--- src/rtl/isa_pkg.sv ---
// Shared ISA definitions for the instruction-memory program loader.
// Holds the RV32 opcodes that the core's control unit decodes, the
// descriptor class encodings, the loader error codes, the loader FSM
// state encoding and the immediate range helpers used by the encoder.
package isa_pkg;

  localparam logic [6:0] OPC_ALU_R     = 7'b0110011;
  localparam logic [6:0] OPC_ALU_I     = 7'b0010011;
  localparam logic [6:0] OPC_BRANCH_EQ = 7'b1100011;
  localparam logic [6:0] OPC_JUMP      = 7'b1101111;
  localparam logic [6:0] OPC_LOAD      = 7'b0000011;
  localparam logic [6:0] OPC_STORE     = 7'b0100011;

  typedef enum logic [2:0] {
    CLS_ALU_R     = 3'd0,
    CLS_ALU_I     = 3'd1,
    CLS_BRANCH_EQ = 3'd2,
    CLS_JUMP      = 3'd3,
    CLS_LOAD      = 3'd4,
    CLS_STORE     = 3'd5,
    CLS_END       = 3'd6,
    CLS_ILLEGAL   = 3'd7
  } op_class_e;

  typedef enum logic [1:0] {
    ERR_NONE     = 2'd0,
    ERR_ILLEGAL  = 2'd1,
    ERR_IMM      = 2'd2,
    ERR_OVERFLOW = 2'd3
  } err_code_e;

  typedef enum logic [1:0] {
    ST_IDLE  = 2'd0,
    ST_LOAD  = 2'd1,
    ST_DONE  = 2'd2,
    ST_ERROR = 2'd3
  } state_e;

  // True when the 21-bit immediate is a sign extension of its low 12 bits.
  function automatic logic fits_s12(input logic [20:0] v);
    return v[20:11] == {10{v[11]}};
  endfunction

  // True when the 21-bit immediate is a sign extension of its low 13 bits.
  function automatic logic fits_s13(input logic [20:0] v);
    return v[20:12] == {9{v[12]}};
  endfunction

endpackage

--- src/rtl/instr_encoder.sv ---
// Combinational RV32 instruction encoder.
// Ports:
//   op_class/op_funct/op_rd/op_rs1/op_rs2/op_imm : decoded descriptor
//   enc_word : assembled 32-bit instruction (0 for END / illegal)
//   enc_err  : descriptor cannot be encoded
//   enc_code : reason (illegal class or immediate range/alignment)
module instr_encoder
  import isa_pkg::*;
(
  input  logic        [2:0]  op_class,
  input  logic        [3:0]  op_funct,
  input  logic        [4:0]  op_rd,
  input  logic        [4:0]  op_rs1,
  input  logic        [4:0]  op_rs2,
  input  logic signed [20:0] op_imm,
  output logic        [31:0] enc_word,
  output logic               enc_err,
  output logic        [1:0]  enc_code
);

  logic w_s12;
  logic w_s13;

  assign w_s12 = fits_s12(op_imm);
  assign w_s13 = fits_s13(op_imm);

  always_comb begin
    enc_word = '0;
    enc_err  = 1'b0;
    enc_code = ERR_NONE;
    case (op_class)
      CLS_ALU_R:
        enc_word = {1'b0, op_funct[3], 5'b0, op_rs2, op_rs1, op_funct[2:0], op_rd, OPC_ALU_R};
      CLS_ALU_I: begin
        enc_word = {op_imm[11:0], op_rs1, op_funct[2:0], op_rd, OPC_ALU_I};
        if (!w_s12) begin
          enc_err  = 1'b1;
          enc_code = ERR_IMM;
        end
      end
      CLS_LOAD: begin
        enc_word = {op_imm[11:0], op_rs1, 3'b010, op_rd, OPC_LOAD};
        if (!w_s12) begin
          enc_err  = 1'b1;
          enc_code = ERR_IMM;
        end
      end
      CLS_STORE: begin
        enc_word = {op_imm[11:5], op_rs2, op_rs1, 3'b010, op_imm[4:0], OPC_STORE};
        if (!w_s12) begin
          enc_err  = 1'b1;
          enc_code = ERR_IMM;
        end
      end
      CLS_BRANCH_EQ: begin
        enc_word = {op_imm[12], op_imm[10:5], op_rs2, op_rs1, 3'b000,
                    op_imm[4:1], op_imm[11], OPC_BRANCH_EQ};
        // Branch offsets are halfword aligned; bit 0 is not encoded.
        if (!w_s13 || op_imm[0]) begin
          enc_err  = 1'b1;
          enc_code = ERR_IMM;
        end
      end
      CLS_JUMP: begin
        enc_word = {op_imm[20], op_imm[10:1], op_imm[11], op_imm[19:12], op_rd, OPC_JUMP};
        if (op_imm[0]) begin
          enc_err  = 1'b1;
          enc_code = ERR_IMM;
        end
      end
      CLS_END: ;
      default: begin
        enc_err  = 1'b1;
        enc_code = ERR_ILLEGAL;
      end
    endcase
  end

endmodule

--- src/rtl/imem_program_loader.sv ---
// Loads encoded instruction words into instruction memory, then releases the core.
// Ports:
//   clk, arst               : clock, asynchronous active-high reset
//   start                   : begins a session at word address 0 (ignored while loading)
//   op_valid/op_ready       : descriptor handshake, ready only while loading
//   op_class..op_imm        : descriptor fields
//   imem_we/addr/wdata      : registered instruction-memory write port
//   busy, done, cpu_enable  : session status; cpu_enable only after a clean END
//   err, err_code           : sticky error flag and reason
//   count                   : words written this session (saturates at 2^ADDR_W)
module imem_program_loader
  import isa_pkg::*;
#(
  parameter int ADDR_W = 9
) (
  input  logic               clk,
  input  logic               arst,
  input  logic               start,
  input  logic               op_valid,
  output logic               op_ready,
  input  logic        [2:0]  op_class,
  input  logic        [3:0]  op_funct,
  input  logic        [4:0]  op_rd,
  input  logic        [4:0]  op_rs1,
  input  logic        [4:0]  op_rs2,
  input  logic signed [20:0] op_imm,
  output logic               imem_we,
  output logic [ADDR_W-1:0]  imem_addr,
  output logic        [31:0] imem_wdata,
  output logic               busy,
  output logic               done,
  output logic               cpu_enable,
  output logic               err,
  output logic        [1:0]  err_code,
  output logic [ADDR_W:0]    count
);

  localparam logic [ADDR_W:0] CNT_ONE = 1;

  state_e            r_state;
  state_e            w_state_next;
  logic [ADDR_W:0]   r_count;
  logic              r_we;
  logic [ADDR_W-1:0] r_addr;
  logic [31:0]       r_wdata;
  logic              r_done;
  logic              r_cpu_en;
  logic              r_err;
  logic [1:0]        r_err_code;

  logic [31:0]       w_word;
  logic              w_enc_err;
  logic [1:0]        w_enc_code;
  logic              w_full;
  logic              w_session;
  logic              w_write;
  logic              w_end;
  logic              w_fault;
  logic [1:0]        w_fault_code;

  instr_encoder u_enc (
    .op_class (op_class),
    .op_funct (op_funct),
    .op_rd    (op_rd),
    .op_rs1   (op_rs1),
    .op_rs2   (op_rs2),
    .op_imm   (op_imm),
    .enc_word (w_word),
    .enc_err  (w_enc_err),
    .enc_code (w_enc_code)
  );

  // MSB of count set means every word of memory has been written.
  assign w_full = r_count[ADDR_W];

  always_comb begin
    w_state_next = r_state;
    w_session    = 1'b0;
    w_write      = 1'b0;
    w_end        = 1'b0;
    w_fault      = 1'b0;
    w_fault_code = ERR_NONE;
    case (r_state)
      ST_LOAD: begin
        if (op_valid) begin
          if (op_class == CLS_END) begin
            w_end        = 1'b1;
            w_state_next = ST_DONE;
          end else if (w_enc_err) begin
            w_fault      = 1'b1;
            w_fault_code = w_enc_code;
            w_state_next = ST_ERROR;
          end else if (w_full) begin
            w_fault      = 1'b1;
            w_fault_code = ERR_OVERFLOW;
            w_state_next = ST_ERROR;
          end else begin
            w_write = 1'b1;
          end
        end
      end
      default: begin
        if (start) begin
          w_session    = 1'b1;
          w_state_next = ST_LOAD;
        end
      end
    endcase
  end

  always_ff @(posedge clk or posedge arst) begin
    if (arst) r_state <= ST_IDLE;
    else      r_state <= w_state_next;
  end

  // Write port, counter and status registers
  always_ff @(posedge clk or posedge arst) begin
    if (arst) begin
      r_we       <= 1'b0;
      r_addr     <= '0;
      r_wdata    <= '0;
      r_count    <= '0;
      r_done     <= 1'b0;
      r_cpu_en   <= 1'b0;
      r_err      <= 1'b0;
      r_err_code <= ERR_NONE;
    end else begin
      r_we <= w_write;
      if (w_write) begin
        r_addr  <= r_count[ADDR_W-1:0];
        r_wdata <= w_word;
        r_count <= r_count + CNT_ONE;
      end
      if (w_session) begin
        r_count    <= '0;
        r_done     <= 1'b0;
        r_cpu_en   <= 1'b0;
        r_err      <= 1'b0;
        r_err_code <= ERR_NONE;
      end
      if (w_end) begin
        r_done   <= 1'b1;
        r_cpu_en <= 1'b1;
      end
      if (w_fault) begin
        r_err      <= 1'b1;
        r_err_code <= w_fault_code;
      end
    end
  end

  assign op_ready   = (r_state == ST_LOAD);
  assign busy       = (r_state == ST_LOAD);
  assign imem_we    = r_we;
  assign imem_addr  = r_addr;
  assign imem_wdata = r_wdata;
  assign done       = r_done;
  assign cpu_enable = r_cpu_en;
  assign err        = r_err;
  assign err_code   = r_err_code;
  assign count      = r_count;

endmodule
--- config.mk ---
export PLATFORM = sky130hd
export DESIGN_NAME = imem_program_loader
export DESIGN_NICKNAME = d
export VERILOG_FILES = /design/src/rtl/isa_pkg.sv /design/src/rtl/instr_encoder.sv /design/src/rtl/imem_program_loader.sv
export SDC_FILE = /design/constraint.sdc
export NUM_CORES = 1
export LEC_CHECK = 0
export CAP_MARGIN = 0
export CORE_MARGIN = 8
export CORE_UTILIZATION = 45
export CTS_CLUSTER_SIZE = 25
export DETAILED_ROUTE_END_ITERATION = 12
export GPL_ROUTABILITY_DRIVEN = 0
export PLACE_DENSITY_LB_ADDON = 0.1
export REMOVE_ABC_BUFFERS = 1
export SLEW_MARGIN = 20
export SYNTH_ARGS = -nofsm -noshare
export SYNTH_HDL_FRONTEND = slang
export SYNTH_SLANG_ARGS = --single-unit
--- constraint.sdc ---
create_clock -name clk -period 2.6 [get_ports clk]
set_clock_uncertainty 0.2 [all_clocks]
set_input_delay 0.78 -clock clk [delete_from_list [all_inputs] [get_ports clk]]
set_output_delay 0.78 -clock clk [all_outputs]
set_load 0.01 [all_outputs]
==> Word level (Yosys, flattened, before mapping) <==
Index checks and enable logic that the tools add are counted.
{ "word_totals": {"reg_bits": 58, "input_bits": 47, "output_inout_bits": 59, "word_cells": 72} }
{ "classes": {"addsub": 1, "n_eq_ne": 11, "mux": 42, "n_reduce_logical": 10} }
{ "ops": {"columns": ["operator", "n"], "rows": [
  ["32-bit case mux with 6 select lines", 1],
  ["2-bit 2-to-1 mux", 16],
  ["1-bit 2-to-1 mux", 21],
  ["10-bit 2-to-1 mux", 2],
  ["10-bit by 1-bit adder with 10-bit output (second input constant)", 1],
  ["3-bit == test (second input constant)", 3],
  ["9-bit == test", 1],
  ["8-bit == test", 1],
  ["2-bit case mux with 4 select lines", 1],
  ["2-bit nonzero test", 4],
  ["3-bit by 2-bit == test with 1-bit output (second input constant)", 2],
  ["4-bit by 1-bit inequality test with 1-bit output (second input constant)", 1],
  ["1-bit case mux with 4 select lines", 1],
  ["3-bit by 1-bit == test with 1-bit output (second input constant)", 1],
  ["3-bit logical NOT", 1],
  ["3-bit AND reduction", 1],
  ["3-bit OR reduction", 1],
  ["2-bit by 1-bit == test with 1-bit output (second input constant)", 1],
  ["2-bit inequality test (second input constant)", 1],
  ["2-bit OR reduction", 1],
  ["1-bit logical NOT", 1],
  ["1-bit logical OR", 1]
]} }

==> Longest topological paths before layout <==
Gate-level depths: netlist of run 1.
{ "logic_depth": {"word_depth": 11, "mapped_depth": 7, "depth_no_buf": 5} }

==> By module <==
A second synthesis of run 1 with hierarchy kept.
{ "hier_totals": {"cells_unflattened": 367, "hier_area_um2": 3094.2} }
{ "modules_own_cells": {"columns": ["mod", "n_inst", "cells_each", "area_each_um2", "seq_area_each_um2"], "rows": [
  ["imem_program_loader", 1, 256, 2353.5, 1451.4],
  ["instr_encoder", 1, 111, 740.7, 0.0]
]} }

==> Worst setup path after synthesis of run 1 <==
Ideal clock, no wire load.
{ "synth_path": {"path_kind": "input -> register", "start": "in op_imm[13]", "end": "reg r_addr[0], in the netlist imem_addr[0]", "setup_time_ns": 0.125, "arrival_ns": 2.308, "t_required_ns": 2.275, "setup_slack_ns": -0.034, "stages": 6, "n_path_buf": 1, "cell_sequence": "nand4_1 > or4_4 > a31o_4 > nor2_8 > buf_12 > mux2_4"} }
{ "synth_via": {"elab_chain_len": 9, "word_cells_on_any_way": 11, "classes_between": "2 x eq/ne; 7 x mux; 2 x reduce/logical"} }
{ "synth_lines": {"columns": ["element", "line", "rtl"], "rows": [
  ["start: declaration", "imem_program_loader.sv:26", "input logic signed [20:0] op_imm,"],
  ["8-bit == test", "isa_pkg.sv:46", "return v[20:12] == {9{v[12]}};"],
  ["1-bit logical NOT", "instr_encoder.sv:59", "if (!w_s13 || op_imm[0]) begin"],
  ["1-bit logical OR", "instr_encoder.sv:59", null],
  ["1-bit 2-to-1 mux", "instr_encoder.sv:59", null],
  ["1-bit case mux with 4 select lines *", "instr_encoder.sv:31", "case (op_class)"],
  ["1-bit 2-to-1 mux *", "imem_program_loader.sv:89", "end else if (w_enc_err) begin"],
  ["1-bit 2-to-1 mux *", "imem_program_loader.sv:86", "if (op_class == CLS_END) begin"],
  ["1-bit 2-to-1 mux *", "imem_program_loader.sv:85", "if (op_valid) begin"],
  ["1-bit 2-to-1 mux *", "imem_program_loader.sv:83", "case (r_state)"],
  ["end signal: assignment", "imem_program_loader.sv:130", "r_addr <= r_count[ADDR_W-1:0];"],
  ["end: declaration", "imem_program_loader.sv:44", "logic [ADDR_W-1:0] r_addr;"]
]} }
Every way passes the cells marked *; elsewhere a longest branch is shown, timed or not.
A chain may end at the register's enable or synchronous reset.

==> Worst setup path in the final report of run 1 <==
{ "layout_path": {"start": "in op_imm[16]", "end": "reg r_wdata[4], in the netlist imem_wdata[4]"} }
{ "layout_via": {"elab_chain_len": 9, "word_cells_on_any_way": 11, "classes_between": "2 x eq/ne; 7 x mux; 2 x reduce/logical"} }
{ "layout_lines": {"columns": ["element", "line", "rtl"], "rows": [
  ["8-bit == test", "isa_pkg.sv:46", null],
  ["1-bit logical NOT", "instr_encoder.sv:59", null],
  ["1-bit logical OR", "instr_encoder.sv:59", null],
  ["1-bit 2-to-1 mux", "instr_encoder.sv:59", null],
  ["1-bit case mux with 4 select lines *", "instr_encoder.sv:31", null],
  ["1-bit 2-to-1 mux *", "imem_program_loader.sv:89", null],
  ["1-bit 2-to-1 mux *", "imem_program_loader.sv:86", null],
  ["1-bit 2-to-1 mux *", "imem_program_loader.sv:85", null],
  ["1-bit 2-to-1 mux *", "imem_program_loader.sv:83", null],
  ["end signal: assignment", "imem_program_loader.sv:131", "r_wdata <= w_word;"],
  ["end: declaration", "imem_program_loader.sv:45", "logic [31:0] r_wdata;"]
]} }
Marked as above.

==> impl_metrics.tcl, run 1 <==
set metrics [dict create \
    status "completed" \
    vias_per_cell 5.471 \
    r2r_setup_slack_ps 540 \
    setup_tns_ps 0 \
    hpwl_um 6861 \
    drv_cap 0 \
    io_pins 106 \
    dp_slack_ps -621.2 \
    ys_warn_count 0 \
    synth_top_flop_cell "dfrtp_1" \
    p_int_w 0.002019 \
    yosysTopAreaCellShare 0.4626 \
    row_count 30 \
    p_per_area_nw_per_um2 625.2 \
    drive_gt1_frac 0.2779 \
    hold_end "imem_wdata[1]" \
    max_freq_mhz 386.0 \
    crit_path_end_kind "flop" \
    slew_headroom 0.5782 \
    utilization 0.7062 \
    crit_required_ps 2600 \
    syn_to_final_growth_pct 54.89 \
    cts_buffers 5 \
    tightest_slew_ps 626.1 \
    grt_overflow 0 \
    netlist_area_sq_um 3029 \
    power_w 0.002934 \
    core-area_sq_um 6644 \
    reg2reg_depth 7 \
    finalHoldViolCount 0 \
    slew_viol_final 0 \
    grt_pass1_wl_um 15230 \
    p_switching_w 0.0009145 \
    die_y_um 98.05 \
    antenna_found_initial 0 \
    syn_avg_cell_area_sq_um 11.22 \
    diodes 0 \
    fp.dieArea_sq_um 9613 \
    numClockSinks 56 \
    fin_crit_sh 0.9965 \
    ys_seq_area_frac 0.4626 \
    grt_util_all_layers 0.1935 \
    combPwrFrac 0.416 \
    start_util 0.4559 \
    crit_path_top_delay_cell "or4_4" \
    path_max_fanout 7 \
    nets 468 \
    fin_crit_ps 2591 \
    grt_pass1_vias 2885 \
    synth_edf_count 0 \
    worst-path-buf-inv 3 \
    grt_max_degree 20 \
    htree_levels 2 \
    die_w_um 98.05 \
    leakagePower_nw 2.117 \
    path_clk_slew_ps 110 \
    vias 2741 \
    arrival_ps 2600 \
    wirelength_um 9289 \
    worstPathCellList "buf_2 > nand4_1 > or4_4 > a31o_4 > nor2_8 > buf_12 > buf_12 > mux2_4" \
    dr.pass1.iters 4 \
    ys_top_cells_by_area "dfrtp_1, mux2_4, a22o_1" \
    crit_path_start "op_imm[16]" \
    route.detailed.drc 0 \
    cpMostUsedCell "buf_12" \
    setup_violations 0 \
    ctsLongestPathBuffers 2 \
    rr_endpoint "imem_wdata[4]" \
    wl_per_cell_um 18.54 \
    synthCells 270 \
    clock_latency_ps 320 \
    vdd_drop_max_mv 0.3977 \
    r2r_start "r_state[1]" \
    holdWs_ps 304.1 \
    cts_tree "yes" \
    pwr-share-clk 0.174 \
    synth-async-reset-ratio 1.000 \
    postRouteAntennaNets 0 \
    min_from "imem_wdata[1]" \
    holdPathStages 1 \
    synth.largest_area_cell "dfrtp_1" \
    min_path_type "flop to flop" \
    port_buffers 105 \
    synth.distinct_cells 50 \
    startpoint_type "input pin" \
    postLayoutSetupSlackWorst_ps 9.148 \
    critical-path-top-delay-family "simple AND/OR/NAND/NOR gates" \
    switching_share 0.3117 \
    hold_buffers 0 \
    cp_slowest_stage_delay_ps 540 \
    worst-setup-path-type "input pin to flop" \
    root_buffer "clkbuf_8" \
    power_frac_seq 0.410 \
    ys_ff_latch 56 \
    drt_iter0_drc 179 \
]
## per-stage QoR
stage / cells / cell area, sq um
after global placement: 486 / 4462
after detailed placement: 486 / 4462
after global routing: 501 / 4692
final: 501 / 4692
after floorplan: 254 / 2908
after CTS: 500 / 4659
## routing by layer
metal | GRT usage | vias to the layer above | part of all wire | wire, um
li1 | - | 1312 | - | -
met4 | 0.05516 | 0 | 0.019 | 173
met5 | 0 | - | 0 | 0
met3 | 0.04410 | 12 | 0.051 | 472
met1 | 0.2463 | 1346 | 0.44 | 4094
met2 | 0.3193 | 71 | 0.49 | 4549
## cells by family after synthesis
| group | after synthesis | share of synthesized area |
|---|---|---|
| and+or+nand+nor | 85 | 0.1508 |
| adders and majority gates | 1 | 0.004130 |
| muxes | 36 | 0.1632 |
| buffers and inverters | 22 | 0.04750 |
| DFF | 56 | 0.4626 |
| AOI/OAI and AO/OA | 70 | 0.1718 |
## power groups by stage
stage	logic, W	clock network, W	registers (W)
CTS	0.00122	0.000525	0.00120
finish	0.00122	0.000512	0.00120
global route	0.00131	0.000560	0.00123
global placement	0.00115	0	0.00121
floorplan	0.000395	0	0.00129
detailed placement	0.00117	0	0.00122
## sequential cells by signal (all words and copies together) (netlist names)
name	flops
imem_addr	9
cpu_enable	1
count	10
imem_we	1
err_code	2
imem_wdata	30
r_state	2
err	1
## area by class of cell
type,count,area [sq um]
Multi-Input combinational cell,192,1549
Tap cell,80,100.1
Fill cell,500,1952
Clock inverter,3,26.28
Inverter,6,22.52
Sequential cell,56,1401
Clock buffer,5,68.82
Timing Repair Buffer,159,1524
## Yosys cell counts, types with 6 or more instances
cell type / n
nand3_1: 8
mux2_2: 7
a31oi_1: 6
nor2b_1: 7
o21ai_0: 8
dfrtp_1: 56
o31ai_1: 8
nor2_1: 16
nand2_1: 22
mux2_4: 25
a22o_1: 16
clkbuf_1: 6
a21oi_1: 12
nand4_1: 7
## cell usage in the layout (no fill, tap or decap), drive strengths merged, types with 4 or more instances in the layout
cell type / n
nor2b: 7
clkdlybuf4s50: 94
nand3: 8
a31oi: 6
clkdlybuf4s15: 4
inv: 7
nor2: 17
mux2: 32
mux2i: 4
nand2b: 4
a22o: 16
dfrtp: 56
o21ai: 8
o22ai: 4
o31ai: 9
nand2: 22
a21oi: 12
nand4: 7
clkbuf: 6
buf: 58
## how the worst max path moves through the flow
stage / endpoint / slack [ps] / depth (start not counted)
2_1_floorplan: imem_wdata[14] / -260 / 5
3_3_place_gp: imem_wdata[19] / -560 / 7
3_5_place_dp: count[3] / -620 / 7
4_1_cts: imem_wdata[4] / 10 / 8
5_1_grt: imem_wdata[12] / -30 / 8
6_report: imem_wdata[4] / 9 / 8
## timing repair
action                     4_1_cts  5_1_grt
gates resized for setup         34       12
pin swaps                        5        5
buffers inserted                 5        1
cloned                           1        0
setup endpoints to repair       52       27
No activity file was read; power rests on OpenSTA's default activity.
==> inputs of run 2 (changes only) <==
Settings changed: CORE_MARGIN 8 to 4.
==> run 2 against run 1 <==
Compared with the run above: combinational power hardly changed; final cell count grew 0.80%; sequential cell count unchanged; design area increased by 2.8%; core utilization rose by 4.1 points; sequential share of layout area decreased by 0.82 points; maximum frequency up 0.25%; first-iteration DRC count decreased by 22%; setup slack improved by 6.5 ps; non-clock buffer count increased by 7; clock power is 3% lower.
==> impl_metrics.tcl, run 2 (same netlist as run 1, synthesis figures left out) <==
set metrics [dict create \
    diodes 0 \
    postPlaceCellArea_sq_um 4481 \
    crit_required_ps 2600 \
    startpoint_type "input pin" \
    fin_crit_ps 2584 \
    path_clk_slew_ps 100 \
    cp_slowest_stage_delay_ps 440 \
    path_max_fanout 6 \
    crit_path_top_delay_cell "or4_4" \
    setup_tns_ps 0 \
    wirelength_um 8919 \
    grt_max_degree 57 \
    start_util 0.4690 \
    postRouteAntennaNets 0 \
    setup_violations 0 \
    p_int_w 0.002056 \
    postLayoutSetupSlackWorst_ps 15.62 \
    vias 2788 \
    ctsLongestPathBuffers 2 \
    fin_crit_sh 0.9940 \
    grt_overflow 0 \
    dp.cells 486 \
    core-area_sq_um 6459 \
    hpwl_um 6487 \
    min_path_type "flop to flop" \
    power_frac_seq 0.410 \
    final_common_cell "clkdlybuf4s50_1" \
    syn_to_final_growth_pct 59.27 \
    finalHoldViolCount 0 \
    row_count 29 \
    utilization 0.7470 \
    design_area_sq_um 4825 \
    vdd_drop_max_mv 0.3675 \
    dp_slack_ps -604.0 \
    wl_per_cell_um 17.66 \
    slew_headroom 0.6180 \
    grt_pass1_wl_um 14780 \
    root_buffer "clkbuf_8" \
    grt_pass1_vias 2966 \
    drv_cap 0 \
    slew_viol_final 0 \
    worst-setup-path-type "input pin to flop" \
    clock_latency_ps 300 \
    drt_iter0_drc 139 \
    crit_path_end_kind "flop" \
    route.detailed.drc 0 \
    die_w_um 90.05 \
    final_cell_mix "clkdlybuf4s50_1, dfrtp_1, buf_4, mux2_4, nand2_1" \
    max_freq_mhz 386.9 \
    combPwrFrac 0.421 \
    port_buffers 105 \
    p_switching_w 0.0008728 \
    tightest_slew_ps 567.1 \
    numClockSinks 56 \
    antenna_found_initial 0 \
    worstPathCellList "clkdlybuf4s15_1 > nand3_2 > or4_4 > a31o_4 > nor2_8 > buf_12 > buf_12 > mux2_4" \
    switching_share 0.2980 \
    grt_util_all_layers 0.2209 \
    nets 475 \
    hold_buffers 0 \
    stdcell_count 505 \
    io_pins 106 \
    p_per_area_nw_per_um2 607.1 \
    cpMostUsedCell "buf_12" \
    vias_per_cell 5.521 \
    status "completed" \
    largest_reg_flops 30 \
    cts_tree "yes" \
    htree_levels 2 \
    fp.dieArea_sq_um 8108 \
    pwr-share-clk 0.169 \
    cts_buffers 5 \
    drive_gt1_frac 0.3037 \
    die_y_um 90.05 \
    dr.pass1.iters 4 \
    arrival_ps 2580 \
    leakagePower_nw 2.189 \
]
[run 2: worst paths after layout]
check	start	to	slack (ps)	depth (start not counted)
setup / recovery	op_imm[19]	imem_wdata[17]	20	8
hold / removal	imem_wdata[1]	imem_wdata[1]	310	1
max in group asynchronous	arst	count[6]	1290	3
hold reg to reg	imem_wdata[1]	imem_wdata[1]	310	1
min in group asynchronous	arst	imem_wdata[24]	650	3
setup reg to reg	r_state[1]	imem_wdata[17]	540	7
[run 2: through the flow]
stage                     power (W)  hold WS [ps]
final                      0.002929         313.7
after global routing       0.003094         340.5
after CTS                  0.002942         321.3
after detailed placement   0.002374         291.6
after global placement     0.002350         287.3
after floorplan            0.001683         288.2
[run 2: power groups by stage]
stage / sequential (W) / clock [W] / combinational [W]
floorplan: 0.00129 / 0 / 0.000395
detailed placement: 0.00121 / 0 / 0.00117
global placement: 0.00120 / 0 / 0.00115
finish: 0.00120 / 0.000495 / 0.00123
CTS: 0.00120 / 0.000517 / 0.00123
global route: 0.00122 / 0.000553 / 0.00132
[run 2: final cells by class]
class	instances	area [sq um]
clock buffers	7	86.33
clock inverters	1	7.507
fillers	466	1634
inverters	6	22.52
multi-input cells	192	1589
flip-flops and latches	56	1401
well taps	77	96.34
repair buffers	166	1622
[run 2: critical path, delay by kind of cell]
kind,cells,cell delay [ps]
AOI/OAI and AO/OA,1,260
buffers and inverters,3,510
muxes,1,300
and+or+nand+nor,3,740
[run 2: repair_timing]
action / in CTS / in global routing
buffers inserted: 8 / 2
cloned: 2 / 0
gates resized for setup: 40 / 22
endpoints found under the setup margin: 52 / 39
pin swaps: 8 / 4
[run 2: routing by layer]
metal / track usage / vias up / routed length [um]
met1: 0.2803 / 1358 / 3816
li1: - / 1316 / -
met3: 0.04591 / 14 / 500
met4: 0.06505 / 0 / 165
met5: 0 / - / 0
met2: 0.3796 / 100 / 4437
==> inputs of run 3 (changes only) <==
Settings changed: SLEW_MARGIN 20 to unset.
==> results of run 3 <==
No change in the layout: final DEF, timing and power equal those of run 2.
